**src/rtl/mem_wb_writeback_pkg.sv**
```systemverilog
// Shared write-back codes for the MEM/WB stage: select codes, load types and the link register.
// Decode/control imports the same definitions so both ends agree on the encodings.
package mem_wb_writeback_pkg;

  localparam int             WB_WIDTH    = 32;
  localparam int             WB_ADDR     = 5;
  localparam logic [4:0]     WB_LINK_REG = 5'd31;

  typedef enum logic [1:0] {
    WB_ALU  = 2'b00,
    WB_MEM  = 2'b01,
    WB_LINK = 2'b10,
    WB_RSVD = 2'b11
  } wb_sel_e;

  typedef enum logic [2:0] {
    LD_LW  = 3'b000,
    LD_LB  = 3'b001,
    LD_LBU = 3'b010,
    LD_LH  = 3'b011,
    LD_LHU = 3'b100
  } load_type_e;

  // A reserved select never produces a register write.
  function automatic logic wb_sel_writes(input logic [1:0] sel);
    return (sel != WB_RSVD);
  endfunction

endpackage

```
**src/rtl/mem_wb_writeback_if.sv**
```systemverilog
// MEM-to-WB bundle: stage controls, memory-stage results in, regfile write port and status out.
// The master side is the MEM stage; the slave side is the MEM/WB register.
interface mem_wb_writeback_if #(
  parameter int WIDTH = 32,
  parameter int ADDR  = 5
);
  logic             stall;
  logic             flush;
  logic             in_valid;
  logic             in_RegWrite;
  logic [1:0]       in_WbSel;
  logic [2:0]       in_LoadType;
  logic [1:0]       in_ByteOffset;
  logic [WIDTH-1:0] in_AluResult;
  logic [WIDTH-1:0] in_MemData;
  logic [WIDTH-1:0] in_PcPlus4;
  logic [ADDR-1:0]  in_DestReg;

  logic [WIDTH-1:0] WriteData;
  logic [ADDR-1:0]  WriteRegister;
  logic             RegWrite;
  logic             wb_valid;
  logic [31:0]      RetireCount;

  modport master (
    output stall, flush, in_valid, in_RegWrite, in_WbSel, in_LoadType, in_ByteOffset,
           in_AluResult, in_MemData, in_PcPlus4, in_DestReg,
    input  WriteData, WriteRegister, RegWrite, wb_valid, RetireCount
  );

  modport slave (
    input  stall, flush, in_valid, in_RegWrite, in_WbSel, in_LoadType, in_ByteOffset,
           in_AluResult, in_MemData, in_PcPlus4, in_DestReg,
    output WriteData, WriteRegister, RegWrite, wb_valid, RetireCount
  );
endinterface

```
**src/rtl/mem_wb_writeback_load_extend.sv**
```systemverilog
// Little-endian load extraction: picks a byte/half from the memory word and sign- or zero-extends it.
// Purely combinational; fed from the registered side of the MEM/WB stage.
module mem_wb_writeback_load_extend
  import mem_wb_writeback_pkg::*;
#(
  parameter int WIDTH = WB_WIDTH
) (
  input  logic [WIDTH-1:0] i_MemData,
  input  logic [2:0]       i_LoadType,
  input  logic [1:0]       i_ByteOffset,
  output logic [WIDTH-1:0] o_Result
);

  logic [7:0]  w_bytes  [4];
  logic [15:0] w_halves [2];
  logic [7:0]  w_byte;
  logic [15:0] w_half;

  genvar gi;
  generate
    for (gi = 0; gi < 4; gi++) begin : g_bytes
      assign w_bytes[gi] = i_MemData[8*gi +: 8];
    end
    for (gi = 0; gi < 2; gi++) begin : g_halves
      assign w_halves[gi] = i_MemData[16*gi +: 16];
    end
  endgenerate

  // Halfword alignment is guaranteed upstream, so offset bit 0 is ignored for halves.
  assign w_byte = w_bytes[i_ByteOffset];
  assign w_half = w_halves[i_ByteOffset[1]];

  always_comb begin
    o_Result = i_MemData;
    case (i_LoadType)
      LD_LB:   o_Result = {{(WIDTH-8){w_byte[7]}}, w_byte};
      LD_LBU:  o_Result = {{(WIDTH-8){1'b0}}, w_byte};
      LD_LH:   o_Result = {{(WIDTH-16){w_half[15]}}, w_half};
      LD_LHU:  o_Result = {{(WIDTH-16){1'b0}}, w_half};
      default: o_Result = i_MemData;
    endcase
  end

endmodule

```
**src/rtl/mem_wb_writeback.sv**
```systemverilog
// MEM/WB pipeline register with write-back select driving the register-file write port.
// Outputs depend only on stage registers, so they double as a clean forwarding source.
module mem_wb_writeback
  import mem_wb_writeback_pkg::*;
#(
  parameter int         WIDTH    = WB_WIDTH,
  parameter int         ADDR     = WB_ADDR,
  parameter logic [4:0] LINK_REG = WB_LINK_REG
) (
  input logic               clock,
  input logic               reset,
  mem_wb_writeback_if.slave bus
);

  logic             r_valid;
  logic             r_RegWrite;
  logic [1:0]       r_WbSel;
  logic [2:0]       r_LoadType;
  logic [1:0]       r_ByteOffset;
  logic [WIDTH-1:0] r_AluResult;
  logic [WIDTH-1:0] r_MemData;
  logic [WIDTH-1:0] r_PcPlus4;
  logic [ADDR-1:0]  r_DestReg;
  logic [31:0]      r_RetireCount;

  logic [WIDTH-1:0] w_load_data;
  logic [WIDTH-1:0] w_WriteData;
  logic [ADDR-1:0]  w_WriteRegister;
  logic             w_retire;

  // Current content leaves the stage on any non-stalled edge, and a flush also lets it go.
  assign w_retire = r_valid & (~bus.stall | bus.flush);

  always_ff @(posedge clock or posedge reset) begin
    if (reset) begin
      r_valid       <= 1'b0;
      r_RegWrite    <= 1'b0;
      r_WbSel       <= 2'b00;
      r_LoadType    <= 3'b000;
      r_ByteOffset  <= 2'b00;
      r_AluResult   <= '0;
      r_MemData     <= '0;
      r_PcPlus4     <= '0;
      r_DestReg     <= '0;
      r_RetireCount <= 32'd0;
    end else begin
      if (w_retire) begin
        r_RetireCount <= r_RetireCount + 32'd1;
      end
      if (bus.flush) begin
        r_valid <= 1'b0;
      end else if (!bus.stall) begin
        r_valid      <= bus.in_valid;
        r_RegWrite   <= bus.in_RegWrite;
        r_WbSel      <= bus.in_WbSel;
        r_LoadType   <= bus.in_LoadType;
        r_ByteOffset <= bus.in_ByteOffset;
        r_AluResult  <= bus.in_AluResult;
        r_MemData    <= bus.in_MemData;
        r_PcPlus4    <= bus.in_PcPlus4;
        r_DestReg    <= bus.in_DestReg;
      end
    end
  end

  mem_wb_writeback_load_extend #(
    .WIDTH (WIDTH)
  ) u_load_extend (
    .i_MemData    (r_MemData),
    .i_LoadType   (r_LoadType),
    .i_ByteOffset (r_ByteOffset),
    .o_Result     (w_load_data)
  );

  assign w_WriteRegister = (r_WbSel == WB_LINK) ? ADDR'(LINK_REG) : r_DestReg;

  always_comb begin
    w_WriteData = r_AluResult;
    case (r_WbSel)
      WB_MEM:  w_WriteData = w_load_data;
      WB_LINK: w_WriteData = r_PcPlus4;
      default: w_WriteData = r_AluResult;
    endcase
  end

  assign bus.WriteData     = w_WriteData;
  assign bus.WriteRegister = w_WriteRegister;
  // Register 0 is hardwired, so a write to it is suppressed here rather than in the regfile.
  assign bus.RegWrite      = r_valid & r_RegWrite & wb_sel_writes(r_WbSel) & (w_WriteRegister != '0);
  assign bus.wb_valid      = r_valid;
  assign bus.RetireCount   = r_RetireCount;

endmodule
```
**src/flat_wrapper.sv**
```systemverilog
// flat-port wrapper written by rule: the top's interface ports become plain ports
module mem_wb_writeback_flat import mem_wb_writeback_pkg::*;
#(
  parameter int         WIDTH    = WB_WIDTH,
  parameter int         ADDR     = WB_ADDR,
  parameter logic [4:0] LINK_REG = WB_LINK_REG
)
  (clock, reset, bus_stall, bus_flush, bus_in_valid, bus_in_RegWrite, bus_in_WbSel, bus_in_LoadType, bus_in_ByteOffset, bus_in_AluResult, bus_in_MemData, bus_in_PcPlus4, bus_in_DestReg, bus_WriteData, bus_WriteRegister, bus_RegWrite, bus_wb_valid, bus_RetireCount);
  mem_wb_writeback_if #(.WIDTH(WIDTH), .ADDR(ADDR)) bus_i ();
  input logic clock;
  input logic reset;
  input wire logic [$bits(bus_i.stall)-1:0] bus_stall;
  input wire logic [$bits(bus_i.flush)-1:0] bus_flush;
  input wire logic [$bits(bus_i.in_valid)-1:0] bus_in_valid;
  input wire logic [$bits(bus_i.in_RegWrite)-1:0] bus_in_RegWrite;
  input wire logic [$bits(bus_i.in_WbSel)-1:0] bus_in_WbSel;
  input wire logic [$bits(bus_i.in_LoadType)-1:0] bus_in_LoadType;
  input wire logic [$bits(bus_i.in_ByteOffset)-1:0] bus_in_ByteOffset;
  input wire logic [$bits(bus_i.in_AluResult)-1:0] bus_in_AluResult;
  input wire logic [$bits(bus_i.in_MemData)-1:0] bus_in_MemData;
  input wire logic [$bits(bus_i.in_PcPlus4)-1:0] bus_in_PcPlus4;
  input wire logic [$bits(bus_i.in_DestReg)-1:0] bus_in_DestReg;
  output wire logic [$bits(bus_i.WriteData)-1:0] bus_WriteData;
  output wire logic [$bits(bus_i.WriteRegister)-1:0] bus_WriteRegister;
  output wire logic [$bits(bus_i.RegWrite)-1:0] bus_RegWrite;
  output wire logic [$bits(bus_i.wb_valid)-1:0] bus_wb_valid;
  output wire logic [$bits(bus_i.RetireCount)-1:0] bus_RetireCount;
  assign bus_i.stall = bus_stall;
  assign bus_i.flush = bus_flush;
  assign bus_i.in_valid = bus_in_valid;
  assign bus_i.in_RegWrite = bus_in_RegWrite;
  assign bus_i.in_WbSel = bus_in_WbSel;
  assign bus_i.in_LoadType = bus_in_LoadType;
  assign bus_i.in_ByteOffset = bus_in_ByteOffset;
  assign bus_i.in_AluResult = bus_in_AluResult;
  assign bus_i.in_MemData = bus_in_MemData;
  assign bus_i.in_PcPlus4 = bus_in_PcPlus4;
  assign bus_i.in_DestReg = bus_in_DestReg;
  assign bus_WriteData = bus_i.WriteData;
  assign bus_WriteRegister = bus_i.WriteRegister;
  assign bus_RegWrite = bus_i.RegWrite;
  assign bus_wb_valid = bus_i.wb_valid;
  assign bus_RetireCount = bus_i.RetireCount;
  mem_wb_writeback #(.WIDTH(WIDTH), .ADDR(ADDR), .LINK_REG(LINK_REG)) u_core (.clock(clock), .reset(reset), .bus(bus_i));
endmodule
```
**config.mk**
```make
export PLATFORM = sky130hd
export DESIGN_NAME = mem_wb_writeback_flat
export DESIGN_NICKNAME = d
export VERILOG_FILES = /design/src/rtl/mem_wb_writeback_pkg.sv /design/src/rtl/mem_wb_writeback_if.sv /design/src/rtl/mem_wb_writeback_load_extend.sv /design/src/rtl/mem_wb_writeback.sv /design/src/flat_wrapper.sv
export SDC_FILE = /design/constraint.sdc
export NUM_CORES = 1
export LEC_CHECK = 0
export CAP_MARGIN = 10
export CORE_MARGIN = 8
export CORE_UTILIZATION = 50
export CTS_CLUSTER_SIZE = 12
export DETAILED_ROUTE_END_ITERATION = 16
export GPL_TIMING_DRIVEN = 0
export PLACE_DENSITY_LB_ADDON = 0.15
export RECOVER_POWER = 50
export SLEW_MARGIN = 20
export SYNTH_ARGS = -nofsm -noshare
export SYNTH_HDL_FRONTEND = slang
export SYNTH_SLANG_ARGS = --single-unit
export TNS_END_PERCENT = 5
```
**constraint.sdc**
```tcl
create_clock -name clock -period 5.4 [get_ports clock]
set_input_delay 0.54 -clock clock [delete_from_list [all_inputs] [get_ports clock]]
set_output_delay 0.54 -clock clock [all_outputs]
set_load 0.05 [all_outputs]
```
After elaboration in Yosys (flattened, before gate mapping) --
Cells that the tools add are included.
Storage, ports and cells: flip-flop bits (word level) 142, bits of input ports 114, output and inout bits 71, word-level logic and storage cells 43
Cells by class: add/subtract/negate cells 1, order comparisons 2, equal/unequal tests 8, mux-type cells 11, bitwise operators 9, reduce and logical (&&, ||, !) cells 2
Operators by type and width (number):
- 32-bit case mux with 4 select lines | 1
- 32-bit case mux with 2 select lines | 1
- 16-bit 2-to-1 mux | 3
- 32-bit by 1-bit adder with 32-bit output (second input constant) | 1
- 8-bit binary-select mux with 2-bit select | 1
- 8-bit 2-to-1 mux | 2
- 3-bit by 2-bit equality test with 1-bit output (second input constant) | 2
- 5-bit 2-to-1 mux | 1
- 5-bit nonzero test | 1
- 1-bit bitwise AND | 4
- 3-bit by 1-bit equality test with 1-bit output (second input constant) | 1
- 3-bit equality test (second input constant) | 1
- 3-bit >= comparator (second input constant) | 1
- 2-bit NOT with 3-bit output | 1
- 2-bit by 1-bit equality test with 1-bit output (second input constant) | 1
- 2-bit equality test (second input constant) | 1
- 2-bit >= comparator (second input constant) | 1
- 1-bit 2-to-1 mux | 2
- 2-bit by 1-bit inequality test with 1-bit output (second input constant) | 1
- 2-bit inequality test (second input constant) | 1
- 1-bit NOT | 2
- 1-bit NOT with 2-bit output | 1
- 2-bit AND reduction | 1
- 1-bit OR | 1

Logic depth before layout (Yosys ltp) --
Gate-level depths: netlist of run 1.
word-level depth 6, mapped depth 8, depth with buffers taken out 6

Cells and area by module --
A second synthesis of run 1 with hierarchy kept.
Second synthesis, totals: cell total of the unflattened synthesis 610, area, all modules 7094.3 sq um
By module, submodules not included:
- mem_wb_writeback | times used 1, cells an instance 485, area each 6169.7 sq um, seq. area each 3553.4 sq um
- mem_wb_writeback_load_extend | times used 1, cells an instance 125, area each 924.6 sq um, seq. area each 0.0 sq um

Worst setup path after synthesis of run 1 --
No wires, ideal clock.
kind flip-flop to output port, start reg u_core.r_LoadType[0], end out bus_WriteData[0], data arrival time 2691 ps, data required time 4860 ps, path slack 2169 ps, stages on the path, launching flop included 8, path buffers 3, cell sequence dfrtp_1 > buf_2 > or2_2 > clkbuf_1 > xor2_1 > clkbuf_1 > o221ai_1 > o21ai_0
Between the ends: longest elaborated chain between the ends 3, elaborated cells on any way between the ends 6, classes of those cells eq/ne (4); mux (2)
RTL lines:
- start: declaration | RTL line mem_wb_writeback.sv:18 | logic [2:0] r_LoadType;
- start signal: assignment | RTL line mem_wb_writeback.sv:56 | r_LoadType <= bus.in_LoadType;
- 3-bit equality test, or another cell as far along | RTL line mem_wb_writeback_load_extend.sv:35 | case (i_LoadType)
- 32-bit case mux with 4 select lines (*) | RTL line mem_wb_writeback_load_extend.sv:35
- 32-bit case mux with 2 select lines (*) | RTL line mem_wb_writeback.sv:79 | case (r_WbSel)
- end: declaration | RTL line flat_wrapper.sv:23 | output wire logic [$bits(bus_i.WriteData)-1:0] bus_WriteData;
Every way passes the cells marked *; elsewhere a longest branch is shown, timed or not.

Worst setup path in the final report of run 1 --
start reg u_core.r_LoadType[0], end out bus_WriteData[12]
The elaborated chain is that of the path after synthesis.

==> flow_summary_export.csv, run 1 <==
group,metric,value,unit
timing,timing.fmax,239,MHz
clock_network,ctsHoldBuffers,0,
critical_path,rrSetupSlack,3.28,ns
critical_path,cp-end-kind,"primary output",
floorplanning,dieArea,18500,um2
timing,slew_viol_final,52,
floorplanning,die_w,136,um
floorplanning,std_cell_rows,44,
clock_network,ctsResizeCount,0,
power_and_ir_drop,vdd_drop_max,0.000242,V
clock_network,numClockSinks,142,
logic_synthesis,synth_top_area_cell,"dfrtp_1",
placement,routabilityCongestion,0.880,
placement,hpwl,16800,um
detailed_routing,drt_pass1_iterations,7,
critical_path,cp.arrival,3.64,ns
logic_synthesis,synth.avg_cell_area,10.9,um2
logic_synthesis,syn_area,7220,um2
logic_synthesis,yosysSeqAreaShare,49.2,%
detailed_routing,antenna_left,0,
critical_path,rr_worst_depth,5,
floorplanning,ios,185,
timing,rsz0062_at_grt,"false",
logic_synthesis,syn-instance-count,663,
critical_path,path_cells,"buf_2 -> or2_2 -> clkbuf_1 -> xor2_1 -> clkbuf_1 -> o21ai_0 -> o221ai_1 -> clkdlybuf4s50_1",
logic_synthesis,netlist-cell-type-count,46,
clock_network,numCtsBuffers,17,
power_and_ir_drop,cellLeakagePower,4.15,nW
cells_and_area,finalNetCount,985,
detailed_routing,drcViolationCount,0,
global_route,grt_start_max_net_pins,92,
logic_synthesis,async_reset_ff_share,100,%
global_route,grt_overflow,0,
logic_synthesis,syn_nets,781,
floorplanning,core_area,14300,um2
logic_synthesis,synth_top_area_share,49.2,%
timing,clock_skew,0.00772,ns
critical_path,critical_path.most_common_cell,"clkbuf_1",
critical_path,startpoint,"u_core.r_LoadType[0]",
clock_network,cts_tree,"done",
cells_and_area,utilization,69.7,%
critical_path,cp_max_fo,10,
critical_path,cp_slowest_cell,"clkdlybuf4s50_1",
outcome,violations,"max-capacitance violations, max-slew violations",
critical_path,critPathCapture,"bus_WriteData[12]",
logic_synthesis,ys.flop_type,"dfrtp_1",
cells_and_area,multi_input_area,3410,um2
cells_and_area,area_growth,38.1,%
clock_network,clock_latency,0.43,ns
floorplanning,initial_utilization,50.5,%
timing,fin_crit_sh,77.5,%
run,drv_cap,1,
outcome,status,"finished, violations left",
power_and_ir_drop,power_density,393,nW/um2
global_route,track_usage,24.6,%
cells_and_area,regArea,3550,um2
timing,min_period,4.18,ns
clock_network,clockBufferDepth,2,
critical_path,r2r_start,"u_core.bus.RetireCount[4]",
logic_synthesis,synth_edf_count,0,
timing,worstMarginPinSlew,2.31,ns
critical_path,startpoint_type,"flop",
critical_path,path_class,"flop to primary output",
clock_network,cts_setup_buffers,0,
placement,port-buffer-count,184,
critical_path,r2r-end,"u_core.bus.RetireCount[29]",
critical_path,crit_required,4.86,ns
global_route,antenna_found_initial,1,
logic_synthesis,ys_warn_count,0,
logic_synthesis,ys_ff_latch,142,
logic_synthesis,synthTopCellsByArea,"dfrtp_1 (49%), mux2_2 (17%), nand2_1 (4.7%), o221ai_1 (3.6%), xor2_1 (3.0%)",
detailed_routing,num_vias,6128,
cells_and_area,nFillCells,1101,
cells_and_area,drive_gt1_share,18.3,%
timing,hold_violations,0,
timing,tns,0,ns
global_route,grt_pass1_wl,35000,um
detailed_routing,viasPerCell,5.76,
critical_path,slowest_delay,0.87,ns
detailed_routing,wl_per_cell,21.3,um
clock_network,htreeDepth,4,
global_route,grt_pass1_vias,6379,
detailed_routing,drt_iter0_markers,459,
clock_network,clkTransAtPathRegs,0.07,ns
timing,setup_viol,0,
timing,relSlewSlack,-54.7,%
detailed_routing,routed_wirelength,22700,um
hold_path,hp-class,"flop to flop",
clock_network,cts-root-buf,"clkbuf_16",
floorplanning,die_h,136,um
cells_and_area,diodes,0,
placed cells by master, fill, tap and decap left out, types with 2 or more instances in the layout:
| cell | instances |
|---|---|
| a21oi_1 | 26 |
| a22oi_1 | 7 |
| and3_1 | 2 |
| and3b_1 | 2 |
| and4_1 | 3 |
| buf_2 | 3 |
| bufinv_16 | 5 |
| clkbuf_1 | 45 |
| clkbuf_16 | 17 |
| clkdlybuf4s50_1 | 182 |
| clkinv_4 | 2 |
| clkinvlp_4 | 3 |
| dfrtp_1 | 142 |
| dlygate4sd3_1 | 2 |
| ha_1 | 4 |
| inv_1 | 13 |
| inv_6 | 2 |
| inv_8 | 2 |
| mux2_2 | 109 |
| mux2i_1 | 17 |
| nand2_1 | 90 |
| nand2b_1 | 5 |
| nand3_1 | 12 |
| nand4_1 | 5 |
| nand4_2 | 2 |
| nor2_1 | 24 |
| nor2b_1 | 4 |
| nor3_1 | 10 |
| nor4_1 | 12 |
| o211ai_1 | 7 |
| o21ai_0 | 20 |
| o221ai_1 | 30 |
| o2bb2ai_1 | 12 |
| or2_2 | 7 |
| xnor2_1 | 7 |
| xor2_1 | 25 |
synth_stat cells (2+ instances only):
master,number
dfrtp_1,142
mux2_2,109
nand2_1,90
clkbuf_1,42
o221ai_1,30
a21oi_1,26
xor2_1,25
nor2_1,24
o21ai_0,20
mux2i_1,17
inv_1,14
nand3_1,12
nor4_1,12
o2bb2ai_1,12
nor3_1,10
a22oi_1,7
o211ai_1,7
or2_2,7
xnor2_1,7
nand2b_1,5
nand4_1,5
ha_1,4
nor2b_1,4
and4_1,3
buf_2,3
and3_1,2
and3b_1,2
buf_1,2
buf_6,2
nand4_2,2
stage by stage:
stage | total power, mW | hold slack, ns | setup WS, ns | cell area, um2 | cells
finish | 3.92 | 0.471 | 1.22 | 9970 | 1064
global route | 4.07 | 0.480 | 1.03 | 9970 | 1064
CTS | 3.94 | 0.474 | 1.24 | 9990 | 1064
detailed placement | 2.61 | 0.461 | 1.72 | 9330 | 1032
global placement | 2.58 | 0.459 | -0.805 | 9300 | 1031
floorplan | 2.13 | 0.473 | 1.05 | 7220 | 663
power breakdown:
part           total, mW  internal, mW  leakage, nW  switching, mW
sequential          1.32          1.20         1.72          0.118
combinational       1.28         0.494         2.12          0.785
clock               1.32         0.830        0.311          0.494
total               3.92          2.53         4.15           1.40
registers in the layout, indices dropped and copies added, names as in the netlist:
register	count
u_core.r_ByteOffset	2
u_core.r_WbSel	2
u_core.bus.RetireCount	32
u_core.r_MemData	32
u_core.bus.wb_valid	1
u_core.r_RegWrite	1
u_core.r_LoadType	3
u_core.r_PcPlus4	32
u_core.r_AluResult	32
u_core.r_DestReg	5
worst min-delay path by stage:
stage	from	end	slack, ns	depth (start not counted)
finish	u_core.bus.RetireCount[31]	u_core.bus.RetireCount[31]	0.47	1
global route	u_core.bus.RetireCount[31]	u_core.bus.RetireCount[31]	0.48	1
CTS	u_core.bus.RetireCount[31]	u_core.bus.RetireCount[31]	0.47	1
detailed placement	u_core.bus.RetireCount[31]	u_core.bus.RetireCount[31]	0.46	1
global placement	u_core.bus.RetireCount[31]	u_core.bus.RetireCount[31]	0.46	1
floorplan	u_core.r_DestReg[3]	u_core.r_DestReg[3]	0.47	1
logic make-up after synthesis:
kind of cell | share of synthesized area, %
simple gates | 12.5
flops | 49.2
mux | 19.7
compound gates | 10.5
buf+inv | 3.53
xor+xnor | 3.88
fa+ha+maj | 0.693
area by class of cell:
class | instances | share of cell area [%]
well taps | 184 | 2.31
clock buffers | 18 | 4.30
repair buffers | 185 | 18.7
multi-input cells | 458 | 34.2
inverters | 14 | 0.540
clock inverters | 14 | 2.31
plain buffers | 49 | 1.96
flip-flops and latches | 142 | 35.6
critical path: cells and delay by family, from the launching register on:
family	cells	cell delay, ns
AO/OA/AOI/OAI	2	0.45
XOR/XNOR	1	0.45
flip-flops	1	0.35
AND/OR/NAND/NOR	1	0.30
buffers and inverters	4	1.65
per-layer routing:
layer	part of all wire (%)	up-vias	wire length, um	track usage (%)
met5	0.057	-	13	0
met4	1.8	2	416	8.42
met3	8.2	30	1850	6.73
met2	49	258	11000	40.6
met1	41	3030	9370	30.4
li1	-	2808	-	-
No activity file was read; power rests on OpenSTA's default activity.
==> inputs of run 2 (changes only) <==
==> constraint.sdc (replaced) <==
create_clock -name clock -period 3.9 [get_ports clock]
set_input_delay 0.39 -clock clock [delete_from_list [all_inputs] [get_ports clock]]
set_output_delay 0.39 -clock clock [all_outputs]
set_load 0.05 [all_outputs]
==> flow_summary_export.csv, run 2 (same netlist as run 1, synthesis figures left out) <==
group,metric,value,unit
cells_and_area,finalNetCount,988,
detailed_routing,top_layer_used,"met5",
cells_and_area,regArea,3550,um2
floorplanning,core_area,14300,um2
detailed_routing,drt_pass1_iterations,6,
critical_path,rrSetupSlack,1.74,ns
cells_and_area,fin_cells,1067,
floorplanning,ios,185,
cells_and_area,multi_input_area,3410,um2
floorplanning,initial_utilization,50.5,%
hold_path,hold_end,"u_core.bus.RetireCount[31]",
hold_path,holdPathStages,1,
global_route,grt_pass1_vias,6348,
floorplanning,dieArea,18500,um2
timing,rsz0062_at_grt,"false",
critical_path,r2r_start,"u_core.bus.RetireCount[10]",
timing,min_period,3.74,ns
detailed_routing,routed_wirelength,22900,um
timing,relSlewSlack,-27.9,%
timing,hold_violations,0,
floorplanning,die_w,136,um
power_and_ir_drop,power_density,525,nW/um2
clock_network,cts-root-buf,"clkbuf_16",
detailed_routing,viasPerCell,5.72,
detailed_routing,num_vias,6104,
power_and_ir_drop,vdd_drop_max,0.000326,V
global_route,grt_start_max_net_pins,36,
timing,worstMarginPinSlew,1.92,ns
clock_network,numCtsBuffers,17,
critical_path,cp_slowest_cell,"dlygate4sd2_1",
clock_network,clkTransAtPathRegs,0.06,ns
clock_network,cts_tree,"done",
critical_path,cp-end-kind,"primary output",
detailed_routing,drcViolationCount,0,
critical_path,crit_family,"buffers and inverters",
critical_path,r2r-end,"u_core.bus.RetireCount[29]",
global_route,antenna_found_initial,1,
critical_path,rr_worst_depth,5,
cells_and_area,nFillCells,1096,
clock_network,clock_latency,0.43,ns
floorplanning,die_h,136,um
detailed_routing,wl_met1,9320,um
cells_and_area,diodes,0,
cells_and_area,final_common_cell,"clkdlybuf4s50_1",
placement,port-buffer-count,184,
timing,timing.fmax,267,MHz
timing,setup_viol,0,
critical_path,crit_buf_inv,4,
clock_network,clockBufferDepth,2,
clock_network,numClockSinks,142,
placement,place_inst,1035,
critical_path,startpoint_type,"flop",
critical_path,cp_max_fo,10,
timing,slew_viol_final,68,
cells_and_area,area_growth,36.9,%
clock_network,htreeDepth,4,
power_and_ir_drop,cellLeakagePower,4.18,nW
global_route,grt_pass1_wl,35200,um
placement,hpwl,17400,um
outcome,status,"finished, violations left",
hold_path,hp-class,"flop to flop",
global_route,grt_overflow,0,
timing,hold_ws,0.478,ns
detailed_routing,drt_iter0_markers,502,
critical_path,critical_path.most_common_cell,"clkbuf_1",
critical_path,cp.arrival,3.35,ns
detailed_routing,wl_per_cell,21.4,um
cells_and_area,final_cell_mix,"clkdlybuf4s50_1 (172), dfrtp_1 (142), mux2_2 (109)",
critical_path,slowest_delay,0.57,ns
critical_path,crit_required,3.51,ns
timing,fin_crit_sh,96.0,%
timing,tns,0,ns
global_route,track_usage,24.8,%
detailed_routing,dr_wl_met2,11300,um
cells_and_area,drive_gt1_share,18.5,%
placement,routabilityCongestion,0.872,
critical_path,path_cells,"buf_2 -> or2_2 -> clkbuf_1 -> xor2_1 -> clkbuf_1 -> o21ai_0 -> o221ai_1 -> dlygate4sd2_1",
run,drv_cap,2,
detailed_routing,wl_met3,1710,um
floorplanning,std_cell_rows,44,
hold_path,hold_start,"u_core.bus.RetireCount[31]",
outcome,violations,"max-capacitance violations, max-slew violations",
detailed_routing,antenna_left,0,
critical_path,path_class,"flop to primary output",
timing,clock_skew,0.00680,ns
==> run 2: cell types whose count changed in the layout (fill, tap and decap cells not counted) <==
cell,previous run,this run
buf_16,1,0
buf_6,1,2
bufinv_16,5,2
clkbuf_1,45,46
clkbuf_2,0,2
clkbuf_8,0,1
clkdlybuf4s15_1,0,1
clkdlybuf4s50_1,182,172
clkinv_2,0,5
clkinvlp_4,3,1
dlygate4sd2_1,0,7
dlymetal6s2s_1,0,2
inv_6,2,3
inv_8,2,0
==> run 2: how the worst max path moves through the flow <==
| stage | slack (ns) | to | cells after the start | from |
|---|---|---|---|---|
| finish | 0.16 | bus_WriteData[12] | 8 | u_core.r_LoadType[0] |
| global route | 0.002 | bus_WriteData[11] | 8 | u_core.r_LoadType[0] |
| CTS | 0.007 | bus_WriteData[15] | 8 | u_core.r_LoadType[0] |
| detailed placement | 0.38 | bus_WriteData[9] | 8 | u_core.r_LoadType[0] |
| global placement | 0.37 | bus_WriteData[11] | 8 | u_core.r_LoadType[0] |
| floorplan | 0.82 | bus_WriteData[0] | 7 | u_core.r_LoadType[0] |
==> run 2: report_power, final <==
group / switching, mW / leakage [nW] / internal (mW) / total (mW)
logic: 1.09 / 2.17 / 0.666 / 1.75
registers: 0.166 / 1.72 / 1.67 / 1.83
clock network: 0.645 / 0.288 / 0.959 / 1.60
==> run 2: worst register-to-register path, cell delays in order (launching register included) <==
cell	delay (ns)
dfrtp_1	0.46
nand4_2	0.18
or4_1	0.58
clkbuf_1	0.25
nor4_1	0.45
xor2_1	0.17
==> run 2: per-layer routing <==
layer / track usage, % / up-vias
met5: 0 / -
met4: 8.79 / 2
met3: 7.80 / 34
met2: 40.5 / 226
met1: 30.5 / 3042
li1: - / 2800
==> run 2: what timing repair did <==
action,CTS,global route
hold buffers,0,0
setup buffers,0,0
gates resized for setup,8,5
endpoints found under the setup margin,8,8
==> run 2: through the flow <==
| step | power (mW) | util (%) | setup WS [ns] | cell area [um2] |
|---|---|---|---|---|
| after global placement | 3.57 | 65.0 | 0.373 | 9300 |
| final | 5.19 | 69.1 | 0.158 | 9890 |
| after CTS | 5.21 | 69.5 | 0.00668 | 9950 |
| after detailed placement | 3.62 | 65.5 | 0.384 | 9380 |
| after global routing | 5.39 | 69.1 | 0.00174 | 9890 |
| after floorplan | 2.95 | - | 0.819 | 7230 |
==> run 2: area by class of cell <==
| class | count | share of cell area (%) |
|---|---|---|
| Multi-Input combinational cell | 458 | 34.5 |
| Sequential cell | 142 | 35.9 |
| Timing Repair Buffer | 188 | 18.8 |
| Inverter | 14 | 0.544 |
| Clock inverter | 13 | 1.38 |
| Buffer | 49 | 1.99 |
| Tap cell | 184 | 2.33 |
| Clock buffer | 19 | 4.48 |
